<file path="src/rtl/uram_rd_arb.sv">
// Two-client read arbiter and response router for one SDP URAM/BRAM read port.
// Define URAM_RD_ARB_FIXED_PRIO_EN to let client 0 win every contention (client 1 may starve).
module uram_rd_arb #(
    parameter int ADDR_WIDTH  = 13,
    parameter int DATA_WIDTH  = 72,
    parameter int MEM_LATENCY = 4
) (
    input  logic                  clk,
    input  logic                  rst,
    input  logic                  rd_block,
    input  logic                  c0_rd_req,
    input  logic [ADDR_WIDTH-1:0] c0_rd_addr,
    output logic                  c0_rd_gnt,
    output logic                  c0_rd_vld,
    output logic [DATA_WIDTH-1:0] c0_rd_data,
    input  logic                  c1_rd_req,
    input  logic [ADDR_WIDTH-1:0] c1_rd_addr,
    output logic                  c1_rd_gnt,
    output logic                  c1_rd_vld,
    output logic [DATA_WIDTH-1:0] c1_rd_data,
    output logic                  mem_rd_en,
    output logic [ADDR_WIDTH-1:0] mem_rd_addr,
    input  logic [DATA_WIDTH-1:0] mem_dout,
    output logic                  idle
);

    logic                   gnt0, gnt1, any_gnt;
    logic                   mem_rd_en_q, mem_rd_en_d;
    logic [ADDR_WIDTH-1:0]  mem_rd_addr_q, mem_rd_addr_d;
    logic                   issue_id_q, issue_id_d;
    logic [MEM_LATENCY-1:0] tag_vld_q, tag_id_q;
    logic                   c0_rd_vld_q, c0_rd_vld_d;
    logic                   c1_rd_vld_q, c1_rd_vld_d;
    logic [DATA_WIDTH-1:0]  c0_rd_data_q, c0_rd_data_d;
    logic [DATA_WIDTH-1:0]  c1_rd_data_q, c1_rd_data_d;
    logic                   idle_q, idle_d;
`ifndef URAM_RD_ARB_FIXED_PRIO_EN
    logic                   last_gnt_q, last_gnt_d;
`endif

    // NOTE: every signal driven in an always_comb gets a default first, so no latch is inferred.
    always_comb begin
        gnt0 = 1'b0;
        gnt1 = 1'b0;
        if (!rst && !rd_block) begin
            if (c0_rd_req && c1_rd_req) begin
`ifdef URAM_RD_ARB_FIXED_PRIO_EN
                gnt0 = 1'b1;
`else
                gnt0 = last_gnt_q;
                gnt1 = ~last_gnt_q;
`endif
            end else begin
                gnt0 = c0_rd_req;
                gnt1 = c1_rd_req;
            end
        end
    end

    assign any_gnt = gnt0 | gnt1;

    // The last tag stage lines up with mem_dout; its id steers the data to one client.
    always_comb begin
        mem_rd_en_d   = any_gnt;
        mem_rd_addr_d = mem_rd_addr_q;
        issue_id_d    = issue_id_q;
        if (any_gnt) begin
            mem_rd_addr_d = gnt1 ? c1_rd_addr : c0_rd_addr;
            issue_id_d    = gnt1;
        end
`ifndef URAM_RD_ARB_FIXED_PRIO_EN
        last_gnt_d = any_gnt ? gnt1 : last_gnt_q;
`endif
        c0_rd_vld_d  = tag_vld_q[MEM_LATENCY-1] & ~tag_id_q[MEM_LATENCY-1];
        c1_rd_vld_d  = tag_vld_q[MEM_LATENCY-1] &  tag_id_q[MEM_LATENCY-1];
        c0_rd_data_d = c0_rd_vld_d ? mem_dout : c0_rd_data_q;
        c1_rd_data_d = c1_rd_vld_d ? mem_dout : c1_rd_data_q;
        idle_d       = ~mem_rd_en_q & ~(|tag_vld_q) & ~any_gnt;
    end

    // NOTE: sequential state uses non-blocking assignments so every register sees pre-edge values.
    always_ff @(posedge clk) begin
        if (rst) begin
            mem_rd_en_q   <= 1'b0;
            mem_rd_addr_q <= '0;
            issue_id_q    <= 1'b0;
            tag_vld_q     <= '0;
            tag_id_q      <= '0;
            c0_rd_vld_q   <= 1'b0;
            c1_rd_vld_q   <= 1'b0;
            c0_rd_data_q  <= '0;
            c1_rd_data_q  <= '0;
            idle_q        <= 1'b1;
`ifndef URAM_RD_ARB_FIXED_PRIO_EN
            last_gnt_q    <= 1'b1;
`endif
        end else begin
            mem_rd_en_q   <= mem_rd_en_d;
            mem_rd_addr_q <= mem_rd_addr_d;
            issue_id_q    <= issue_id_d;
            tag_vld_q[0]  <= mem_rd_en_q;
            tag_id_q[0]   <= issue_id_q;
            for (int i = 1; i < MEM_LATENCY; i++) begin
                tag_vld_q[i] <= tag_vld_q[i-1];
                tag_id_q[i]  <= tag_id_q[i-1];
            end
            c0_rd_vld_q   <= c0_rd_vld_d;
            c1_rd_vld_q   <= c1_rd_vld_d;
            c0_rd_data_q  <= c0_rd_data_d;
            c1_rd_data_q  <= c1_rd_data_d;
            idle_q        <= idle_d;
`ifndef URAM_RD_ARB_FIXED_PRIO_EN
            last_gnt_q    <= last_gnt_d;
`endif
        end
    end

    assign c0_rd_gnt   = gnt0;
    assign c1_rd_gnt   = gnt1;
    assign c0_rd_vld   = c0_rd_vld_q;
    assign c1_rd_vld   = c1_rd_vld_q;
    assign c0_rd_data  = c0_rd_data_q;
    assign c1_rd_data  = c1_rd_data_q;
    assign mem_rd_en   = mem_rd_en_q;
    assign mem_rd_addr = mem_rd_addr_q;
    assign idle        = idle_q;

endmodule

</file>
<file path="config.mk">
export PLATFORM = sky130hd
export DESIGN_NAME = uram_rd_arb
export DESIGN_NICKNAME = d
export VERILOG_FILES = /design/src/rtl/uram_rd_arb.sv
export SDC_FILE = /design/constraint.sdc
export NUM_CORES = 1
export LEC_CHECK = 0
export ABC_CLOCK_PERIOD_IN_PS = 1500
export BUFFER_PORTS_ARGS = -buffer_cell sky130_fd_sc_hd__clkbuf_2
export CELL_PAD_IN_SITES_DETAIL_PLACEMENT = 0
export CELL_PAD_IN_SITES_GLOBAL_PLACEMENT = 1
export CORE_MARGIN = 8
export CORE_UTILIZATION = 35
export CTS_BUF_LIST = sky130_fd_sc_hd__clkbuf_4
export CTS_CLUSTER_DIAMETER = 150
export DETAILED_ROUTE_END_ITERATION = 16
export GPL_TIMING_DRIVEN = 0
export MAX_ROUTING_LAYER = met4
export PLACE_DENSITY_LB_ADDON = 0.3
export SYNTH_ARGS = -nofsm -noshare
export SYNTH_HDL_FRONTEND = slang
export SYNTH_SLANG_ARGS = --single-unit
</file>
<file path="constraint.sdc">
create_clock -name clk -period 1.5 [get_ports clk]
set_input_delay 0.15 -clock clk [delete_from_list [all_inputs] [get_ports clk]]
set_output_delay 0.15 -clock clk [all_outputs]
set_load 0.05 [all_outputs]
</file>
; ---- After elaboration in Yosys (flattened, before gate mapping)
; Index checks and enable logic that the tools add are counted.
[totals]
reg_bits = 171
output_inout_bits = 163
elab_cells = 31
inputBits = 103
[classes]
muxes = 5
bitwise_logic = 10
n_reduce_logical = 5
[op_table]
columns = cell, n
row1 = 2-to-1 mux 13 bit, 1
row2 = NOT 1 bit, 5
row3 = AND 1 bit, 4
row4 = 2-to-1 mux 1 bit, 4
row5 = OR reduction 4 bit, 1
row6 = logical AND 1 bit, 2
row7 = logical NOT 1 bit, 2
row8 = bitwise OR 1 bit, 1

; ---- Longest topological paths before layout
; Gate-level depths: netlist of run 1.
[logic_depth]
depth_word = 6
mapped_depth = 6

; ---- Least setup slack after synthesis of run 1
; No wires, ideal clock.
[synth_path]
kind = input -> output
from = input port rst
to = output port c0_rd_gnt
arrival_time_ps = 1367
required_ps = 1350
path_stages = 5
path_slack_ps = -17
path_cell_list = buf_6 nor2_8 buf_2 o21ai_1 nor2_1
[synth_between]
elab_chain_cells = 3
[synth_lines]
columns = element, line_no
row1 = from (decl), 9  ; input logic rst,
row2 = logical NOT 1 bit, 45  ; if (!rst && !rd_block) begin
row3 = logical AND 1 bit, 45
row4 = 2-to-1 mux 1 bit, 45
row5 = to (decl), 13  ; output logic c0_rd_gnt,
; No other way between the ends.

; ---- Worst setup path in the final report of run 1
[layout_path]
from = register last_gnt_q
to = output port c1_rd_gnt
[layout_between]
elab_chain_cells = 3
[layout_lines]
columns = element, line_no
row1 = from (decl), 38  ; logic last_gnt_q, last_gnt_d;
row2 = from (signal assigned), 113  ; last_gnt_q <= last_gnt_d;
row3 = NOT 1 bit, 51  ; gnt1 = ~last_gnt_q;
row4 = 2-to-1 mux 1 bit, 46  ; if (c0_rd_req && c1_rd_req) begin
row5 = 2-to-1 mux 1 bit, 45
row6 = to (decl), 18  ; output logic c1_rd_gnt,
; No other way between the ends.

==> key figures, run 1 <==
Run status
  • Outcome: complete, but fails checks
  • Violated checks: negative setup slack

Synth
  • Avg Inst Size Synth: ~8.3 µm²
  • Yosys warns: 0
  • Share of the synthesized area in the top cell type: 0.555
  • Post-synth ARST share: 0
  • Synth Cell Area: a little over 6000 µm²
  • Post-synth top cells: nand2_1 (290), dfxtp_1 (171), a21oi_1 (157), buf_2 (30), clkbuf_1 (20)
  • Most common cell in the netlist: nand2_1
  • Top_reg_cell synth: dfxtp_1
  • Yosys reg bits: 171
  • EDFF count, synth: 0
  • Post-Syn Instances: about 750
  • Cell type with the largest total area after synthesis: dfxtp_1
  • Synth area leaders: dfxtp_1 (56%), nand2_1 (18%), a21oi_1 (13%), buf_2 (2.4%), a311oi_2 (1.9%)
  • Sequential area share after synthesis: 0.555
  • Post-Syn Nets: 848
  • Count of cell types in the netlist: 32

Global route
  • Vias in the first global route: 6400
  • Largest net degree at the start of global routing: 17
  • Global route total overflow: 0
  • Total track usage: 0.195
  • First-pass GRT wire length: ~34 mm
  • Initial antenna violation count: 2

Place
  • Cells after DPL: ~1200
  • Port Buffers: 264
  • Routability cong.: ~0.79
  • Final HPWL DP: ~15 mm
  • Cell Area, Placed: slightly below 8000 µm²

Timing
  • Final Skew: between 20 and 25 ps
  • Slew Viols, Final: 0
  • Final setup margin: -171 ps
  • Period utilisation layout: 1.11
  • Final setup viols: 2
  • Minimum clock period: around 1700 ps
  • Worst Tran Pin Value: 638 ps
  • Setup repair after global routing missed its margin: yes
  • Max Clock Freq: about 600 MHz
  • Max-slew headroom: 0.575
  • Final hold viol count: 0

Power
  • Static leakage: roughly 0.0038 µW
  • Sw power: about 2200 µW
  • Worst-case vdd ir drop: between 0.4 and 0.5 mV
  • Combinational group share of total power: 0.113
  • Power Density: between 800 and 900 nW/µm²
  • Net Sw Frac: 0.273
  • Int Pwr: 5880 µW
  • Clk pwr share: 0.315
  • Sequential share of power: 0.571

Clock network
  • Worst-path clk slew: between 100 and 150 ps
  • Clk sinks: roughly 170
  • Clock root cell: clkbuf_4
  • # H-tree levels: 4
  • CTS Buf Count: 17
  • Clk_lat worst skew: around 550 ps
  • Bufs on Longest Clock Path: 2
  • CTS tree: yes

Final layout
  • Footprint of the multi-input gates: roughly 2400 µm²
  • Share of cells above drive strength 1: 0.320
  • Finished Layout Cells: ~1400
  • Util after Layout: 0.531
  • FF+latch area: between 3000 and 4000 µm²
  • Layout fillers: approximately 1700
  • Design Area, Final: slightly above 9000 µm²
  • Area grow syn2layout: 48.5%
  • Nets: around 1200

Worst setup path
  • Crit Path Class: reg -> out
  • CP Capture Type: output pin
  • CP Max Fanout: 2
  • Req. time, crit path: between 1000 and 1500 ps
  • Crit path arrival time: 1520 ps
  • Startpoint Class: flip-flop

Drt
  • Top layer used by detailed routing: met4
  • DRT Pass-1 Iters: 4
  • Metal-1 WL: slightly above 9 mm
  • Met3 routed WL: ~1.6 mm
  • Via count: 6395
  • Routed wl met2: 10.0 mm
  • Antenna Nets Post-Route: 0
  • Routed len/inst: 15.6 µm
  • DR iter-0 viols: around 240
  • Vias per Instance: 4.65
  • DR DRC count: 0
  • Drt total wl: 21.4 mm

Flow run
  • # Max-Cap Violations: 0

Min path
  • Hold Crit Class: in -> reg

Floorplanning
  • I/O pin count: approximately 270
  • Initial core utilization: 0.358
  • DIE AREA: around 22000 µm²
  • Row count: 48
  • Die H: between 100 and 150 µm
  • CORE AREA: approximately 17000 µm²
  • Die W: around 150 µm
## power by group through the flow
stage               Sequential, µW  Clock, µW  Combinational (µW)
floorplan                     4840          0                 249
global placement              4710          0                 676
CTS                           4610       2660                 900
finish                        4610       2550                 917
detailed placement            4710          0                 674
global route                  4620       2850                 980
## critical path, stage by stage, from the launching register on
cell and delay [ps]:
dfxtp_2 360, a211o_4 340, nor2_4 120, buf_8 160
## layout by cell type (no fill, tap or decap), types with 3 or more instances in the layout
cell type      count
buf_6              5
nor2b_1            9
a21oi_1          157
dlygate4sd3_1    102
buf_2             28
dfxtp_1          170
nand2_1          288
o21ai_1            4
clkbuf_2         265
buf_4              4
o21ai_2            9
clkinvlp_4         4
inv_6              6
nand4_1           13
a311oi_2           8
clkbuf_1          15
buf_1              3
a311oi_1           5
clkbuf_4          22
## layer usage
layer | vias to the layer above | GRT usage
met3 | 34 | 0.0550
li1 | 3243 | -
met1 | 2890 | 0.232
met2 | 228 | 0.310
met4 | 0 | 0.0663
met5 | - | -
## flip-flops by register name, summed over array words and instances, names as in the netlist
signal / flops
c0_rd_vld: 1
c1_rd_vld: 1
tag_vld_q: 4
mem_rd_addr: 13
idle: 1
last_gnt_q: 1
tag_id_q: 4
mem_rd_en: 1
issue_id_q: 1
c1_rd_data: 72
c0_rd_data: 72
## cell families (layout without fill, tap and decap cells)
| logic type | count (synthesis) | after routing | synth area share |
|---|---|---|---|
| and+or+nand+nor | 322 | 322 | 0.213 |
| DFF | 171 | 171 | 0.555 |
| buffers and inverters | 63 | 465 | 0.0534 |
| other | 0 | 2 | 0 |
| AOI/OAI and AO/OA | 189 | 189 | 0.179 |
## per-stage QoR
| stage | TNS, ps | setup slack, ps | hold slack, ps | total power (µW) |
|---|---|---|---|---|
| floorplan | 0 | 75.6 | 286 | 5090 |
| global placement | -85.1 | -17.8 | 392 | 5390 |
| detailed placement | -313 | -24.8 | 393 | 5390 |
| CTS | -374 | -249 | 3.70 | 8180 |
| global route | -513 | -264 | 19.3 | 8460 |
| finish | -309 | -171 | 47.7 | 8080 |
## area by class of cell
cell class                      instances  area share
Sequential cell                       171       0.374
Timing Repair Buffer                  371       0.263
Clock buffer                           19      0.0156
Antenna cell                            2    0.000547
Multi-Input combinational cell        511       0.266
Buffer                                 58      0.0344
Clock inverter                         13      0.0128
Tap cell                              225      0.0308
Inverter                                4     0.00219
## what timing repair did
action	CTS	global route
resized for setup	10	20
hold endpoints to repair	160	0
setup endpoints to repair	49	9
hold buffers	103	0
buffers inserted	2	2
pin swaps	1	1
## final timing paths
path | from | end | slack [ps] | cells after the start
min reg2reg | tag_id_q[2] | tag_id_q[3] | 450 | 1
max reg2reg | last_gnt_q | mem_rd_addr[2] | 50 | 7
min | c0_rd_req | mem_rd_addr[0] | 50 | 4
max | last_gnt_q | c1_rd_gnt | -170 | 3
No activity file was read; power rests on OpenSTA's default activity.
==> inputs of run 2 (changes only) <==
Settings changed: GPL_ROUTABILITY_DRIVEN from default to 0, RECOVER_POWER from default to 100.
==> key figures, run 2 (synthesis gave the netlist of run 1 again) <==
Final layout
  • Commonest cells after routing, fill and taps aside: nand2_1 (288), clkbuf_2 (266), dfxtp_1 (170)
  • Share of cells above drive strength 1: 0.320
  • Layout fillers: 1671
  • Area grow syn2layout: 48.3%
  • Finished Layout Cells: about 1400
  • Most common cell after layout, fill and taps aside: nand2_1
  • Util after Layout: 0.530
  • Nets: about 1200
  • Design Area, Final: between 9000 and 10000 µm²

Clock network
  • # H-tree levels: 4
  • Clk_lat worst skew: 550 ps
  • CTS tree: yes
  • CTS Buf Count: 17
  • Bufs on Longest Clock Path: 2
  • Clk sinks: ~170
  • Worst-path clk slew: 140 ps
  • Clock root cell: clkbuf_4

Power
  • Worst-case vdd ir drop: between 0.4 and 0.5 mV
  • Static leakage: around 0.0038 µW
  • Power Density: between 800 and 900 nW/µm²

Floorplanning
  • I/O pin count: 266
  • Die H: ~150 µm
  • Row count: 48
  • DIE AREA: around 22000 µm²
  • CORE AREA: 17200 µm²
  • Initial core utilization: 0.358
  • Die W: between 100 and 150 µm

Min path
  • Hold Crit Class: in -> reg
  • WHS Endpoint: mem_rd_addr[0]
  • Min-delay src: c0_rd_req
  • Hold Path Depth: 4

Worst setup path
  • Reg2Reg Depth: 7
  • Crit Path Class: reg -> out
  • Startpoint Class: flip-flop
  • Req. time, crit path: ~1400 ps
  • Flop2flop setup slack: around 50 ps
  • Crit path arrival time: between 1500 and 2000 ps
  • CP Max Fanout: 2
  • R2r endpoint: mem_rd_addr[2]
  • CP Capture Type: output pin
  • Reg-to-reg startpoint: last_gnt_q

Timing
  • Minimum clock period: ~1700 ps
  • Final setup viols: 2
  • Setup repair after global routing missed its margin: yes
  • Final Skew: between 20 and 25 ps
  • Max Clock Freq: about 600 MHz
  • Max-slew headroom: 0.574
  • Slew Viols, Final: 0
  • Worst Tran Pin Value: 640 ps
  • Period utilisation layout: 1.11
  • Final setup margin: -167 ps
  • Final hold viol count: 0

Drt
  • DR DRC count: 0
  • Antenna Nets Post-Route: 0
  • Drt total wl: about 21 mm
  • Vias per Instance: 4.65
  • DRT Pass-1 Iters: 5
  • Via count: about 6400
  • Routed len/inst: 15.6 µm
  • DR iter-0 viols: around 210

Place
  • Final HPWL DP: 15.1 mm
  • Cells after DPL: roughly 1200
  • Post-place setup slack: -24.8 ps
  • Cell Area, Placed: about 8000 µm²
  • Port Buffers: 264

Global route
  • First-pass GRT wire length: ~34 mm
  • Total track usage: 0.195
  • Largest net degree at the start of global routing: 17
  • Global route total overflow: 0
  • Initial antenna violation count: 2
  • Vias in the first global route: 6400

Run status
  • Violated checks: negative setup slack
  • Outcome: complete, but fails checks

Flow run
  • # Max-Cap Violations: 0
## run 2: stage by stage
step	hold WS, ps	total power (µW)	TNS (ps)
floorplan	286	5090	0
global placement	392	5390	-85.1
detailed placement	393	5390	-313
CTS	3.70	8180	-374
global route	19.3	8450	-513
finish	50.1	8070	-308
## run 2: what timing repair did
item / in CTS / in global routing
setup buffers: 2 / 2
endpoints found under the setup margin: 49 / 9
resized for setup: 10 / 20
hold buffers: 103 / 0
pin swaps: 1 / 1
hold endpoints to repair: 160 / 0
## run 2: worst max-delay path, stage by stage (launching register included)
cell and delay, ps:
dfxtp_2 360, a211o_4 340, nor2_4 120, buf_8 160
## run 2: final cells by class
class | instances | area [µm²] | share of cell area
diodes | 2 | 5.00 | 0.000547
plain buffers | 58 | 309 | 0.0338
clock buffers | 19 | 143 | 0.0156
clock inverters | 13 | 118 | 0.0129
inverters | 4 | 16.3 | 0.00178
multi-input cells | 511 | 2440 | 0.266
flip-flops and latches | 171 | 3420 | 0.375
well taps | 225 | 282 | 0.0308
repair buffers | 371 | 2410 | 0.264
## run 2: layer usage
layer | wire length, µm | global-route usage
met1 | 9250 | 0.232
met2 | 10100 | 0.310
met3 | 1570 | 0.0550
met4 | 541 | 0.0663
met5 | 0 | -
## run 2: how the worst max path moves through the flow
stage            startpoint              to  slack (ps)
4_1_cts          last_gnt_q       c1_rd_gnt        -250
5_1_grt          last_gnt_q       c1_rd_gnt        -260
3_3_place_gp   tag_vld_q[3]  c1_rd_data[10]         -20
6_report         last_gnt_q       c1_rd_gnt        -170
2_1_floorplan    last_gnt_q      issue_id_q          80
3_5_place_dp   tag_vld_q[3]  c1_rd_data[37]         -20
## run 2: report_power, final
part	internal, µW	switching, µW	total, µW	leakage [µW]
Clock	874	1670	2550	0.000134
Combinational	409	502	912	0.00228
Sequential	4590	24.2	4610	0.00138
Total	5870	2200	8070	0.00379
==> inputs of run 3 (changes only) <==
Settings changed: ABC_CLOCK_PERIOD_IN_PS 1500 to 1800.
Clock period 1.5 ns to 1.8 ns, I/O delays scaled along.
==> key figures, run 3 (synthesis gave the netlist of run 1 again) <==
Global route
  • Initial antenna violation count: 2
  • First-pass GRT wire length: 33.8 mm
  • Vias in the first global route: 6436
  • Global route total overflow: 0
  • Largest net degree at the start of global routing: 17
  • Total track usage: 0.196

Floorplanning
  • CORE AREA: between 15000 and 20000 µm²
  • Initial core utilization: 0.358
  • Row count: 48
  • Die H: between 100 and 150 µm
  • DIE AREA: roughly 22000 µm²
  • Die W: between 100 and 150 µm
  • I/O pin count: between 200 and 300

Drt
  • Drt total wl: about 21 mm
  • DR DRC count: 0
  • DRT Pass-1 Iters: 4
  • Antenna Nets Post-Route: 0
  • Met3 routed WL: between 1.5 and 2 mm
  • Routed wl met2: 9.96 mm
  • Top layer used by detailed routing: met4
  • DR iter-0 viols: ~210
  • Metal-1 WL: slightly above 9 mm
  • Via count: 6398
  • Routed len/inst: 15.6 µm
  • Vias per Instance: 4.66

Worst setup path
  • Cells along the critical path: a211o_4, buf_6, o21ai_1, a311oi_1, dlygate4sd3_1
  • CP top delay family: buffers and inverters
  • Req. time, crit path: about 2300 ps
  • CP Max Fanout: 13
  • Worst Path Buf+Inv: 2
  • Flop2flop setup slack: roughly 76 ps
  • CP Capture Type: flip-flop
  • Worst path slowest cell: dlygate4sd3_1
  • CP max stage delay: between 500 and 600 ps
  • Crit path arrival time: around 2200 ps
  • Startpoint Class: flip-flop
  • Crit Path Class: reg -> reg

Final layout
  • Share of cells above drive strength 1: 0.190
  • Finished Layout Cells: 1372
  • Nets: about 1200
  • Most common cell after layout, fill and taps aside: nand2_1
  • Layout fillers: ~1700
  • Area grow syn2layout: 45.1%
  • Commonest cells after routing, fill and taps aside: nand2_1 (290), dfxtp_1 (170), a21oi_1 (157)

Clock network
  • Clk sinks: 171
  • Clock root cell: clkbuf_4
  • Worst-path clk slew: roughly 140 ps
  • # H-tree levels: 4
  • CTS tree: yes
  • Bufs on Longest Clock Path: 2
  • Clk_lat worst skew: between 500 and 600 ps
  • CTS Buf Count: 17

Timing
  • Slew Viols, Final: 0
  • Setup repair after global routing missed its margin: yes
  • Period utilisation layout: 0.958
  • Final Skew: 19.0 ps
  • Minimum clock period: 1720 ps
  • Max-slew headroom: 0.548
  • Worst Tran Pin Value: between 600 and 700 ps
  • Final setup viols: 0
  • Final hold viol count: 0
  • Final setup margin: 75.9 ps
  • Max Clock Freq: approximately 580 MHz

Min path
  • Hold Crit Class: in -> reg

Place
  • Port Buffers: ~260
  • Final HPWL DP: between 15 and 20 mm
  • Cells after DPL: between 1000 and 1500
  • Post-place setup slack: about 240 ps

Power
  • Worst-case vdd ir drop: ~0.30 mV
  • Static leakage: between 0.003 and 0.004 µW
  • Power Density: approximately 760 nW/µm²

Run status
  • Outcome: finished clean

Flow run
  • # Max-Cap Violations: 0
-- run 3: where the power goes --
part           internal, µW  total (µW)  switching (µW)
combinational           327         741             414
sequential             3820        3840            18.9
clock                   842        2250            1400
-- run 3: through the flow --
| step | util | hold WS [ps] | setup TNS, ps | power [µW] | area [µm²] |
|---|---|---|---|---|---|
| global route | 0.519 | 13.4 | -13.1 | 7100 | 8940 |
| detailed placement | 0.451 | 422 | 0 | 4490 | 7770 |
| finish | 0.519 | 50.7 | 0 | 6830 | 8940 |
| floorplan | - | 316 | 0 | 4240 | 6160 |
| global placement | 0.451 | 416 | 0 | 4490 | 7770 |
| CTS | 0.529 | 7.04 | 0 | 6910 | 9110 |
-- run 3: routing by layer --
metal  GRT usage  up-vias
li1            -     3246
met1       0.232     2910
met2       0.307      202
met3      0.0556       40
met4      0.0877        0
met5           -        -
-- run 3: worst min-delay path, stage by stage --
cell and delay [ps]:
buf_6 120, buf_2 230, nor2b_1 60
-- run 3: worst paths after layout --
kind	start	endpoint	cells past startpoint
setup / recovery	last_gnt_q	mem_rd_addr[1]	5
hold / removal	rst	tag_id_q[1]	3
setup reg to reg	last_gnt_q	mem_rd_addr[1]	5
hold reg to reg	tag_id_q[0]	tag_id_q[1]	1
-- run 3: cell type report --
cell class	count	area, µm²	area share
flip-flops and latches	171	3420	0.383
well taps	225	282	0.0315
repair buffers	370	2230	0.249
plain buffers	58	294	0.0329
multi-input cells	511	2410	0.270
diodes	2	5.00	0.000560
clock buffers	18	135	0.0151
inverters	4	20.0	0.00224
clock inverters	13	143	0.0160
-- run 3: what timing repair did --
item                                   4_1_cts  5_1_grt
pin swaps                                    1        0
buffers inserted                             2        0
gates resized for setup                      5        5
hold buffers                               104        0
setup endpoints to repair                    1        4
endpoints found under the hold margin      160        0
gates cloned                                 0        0
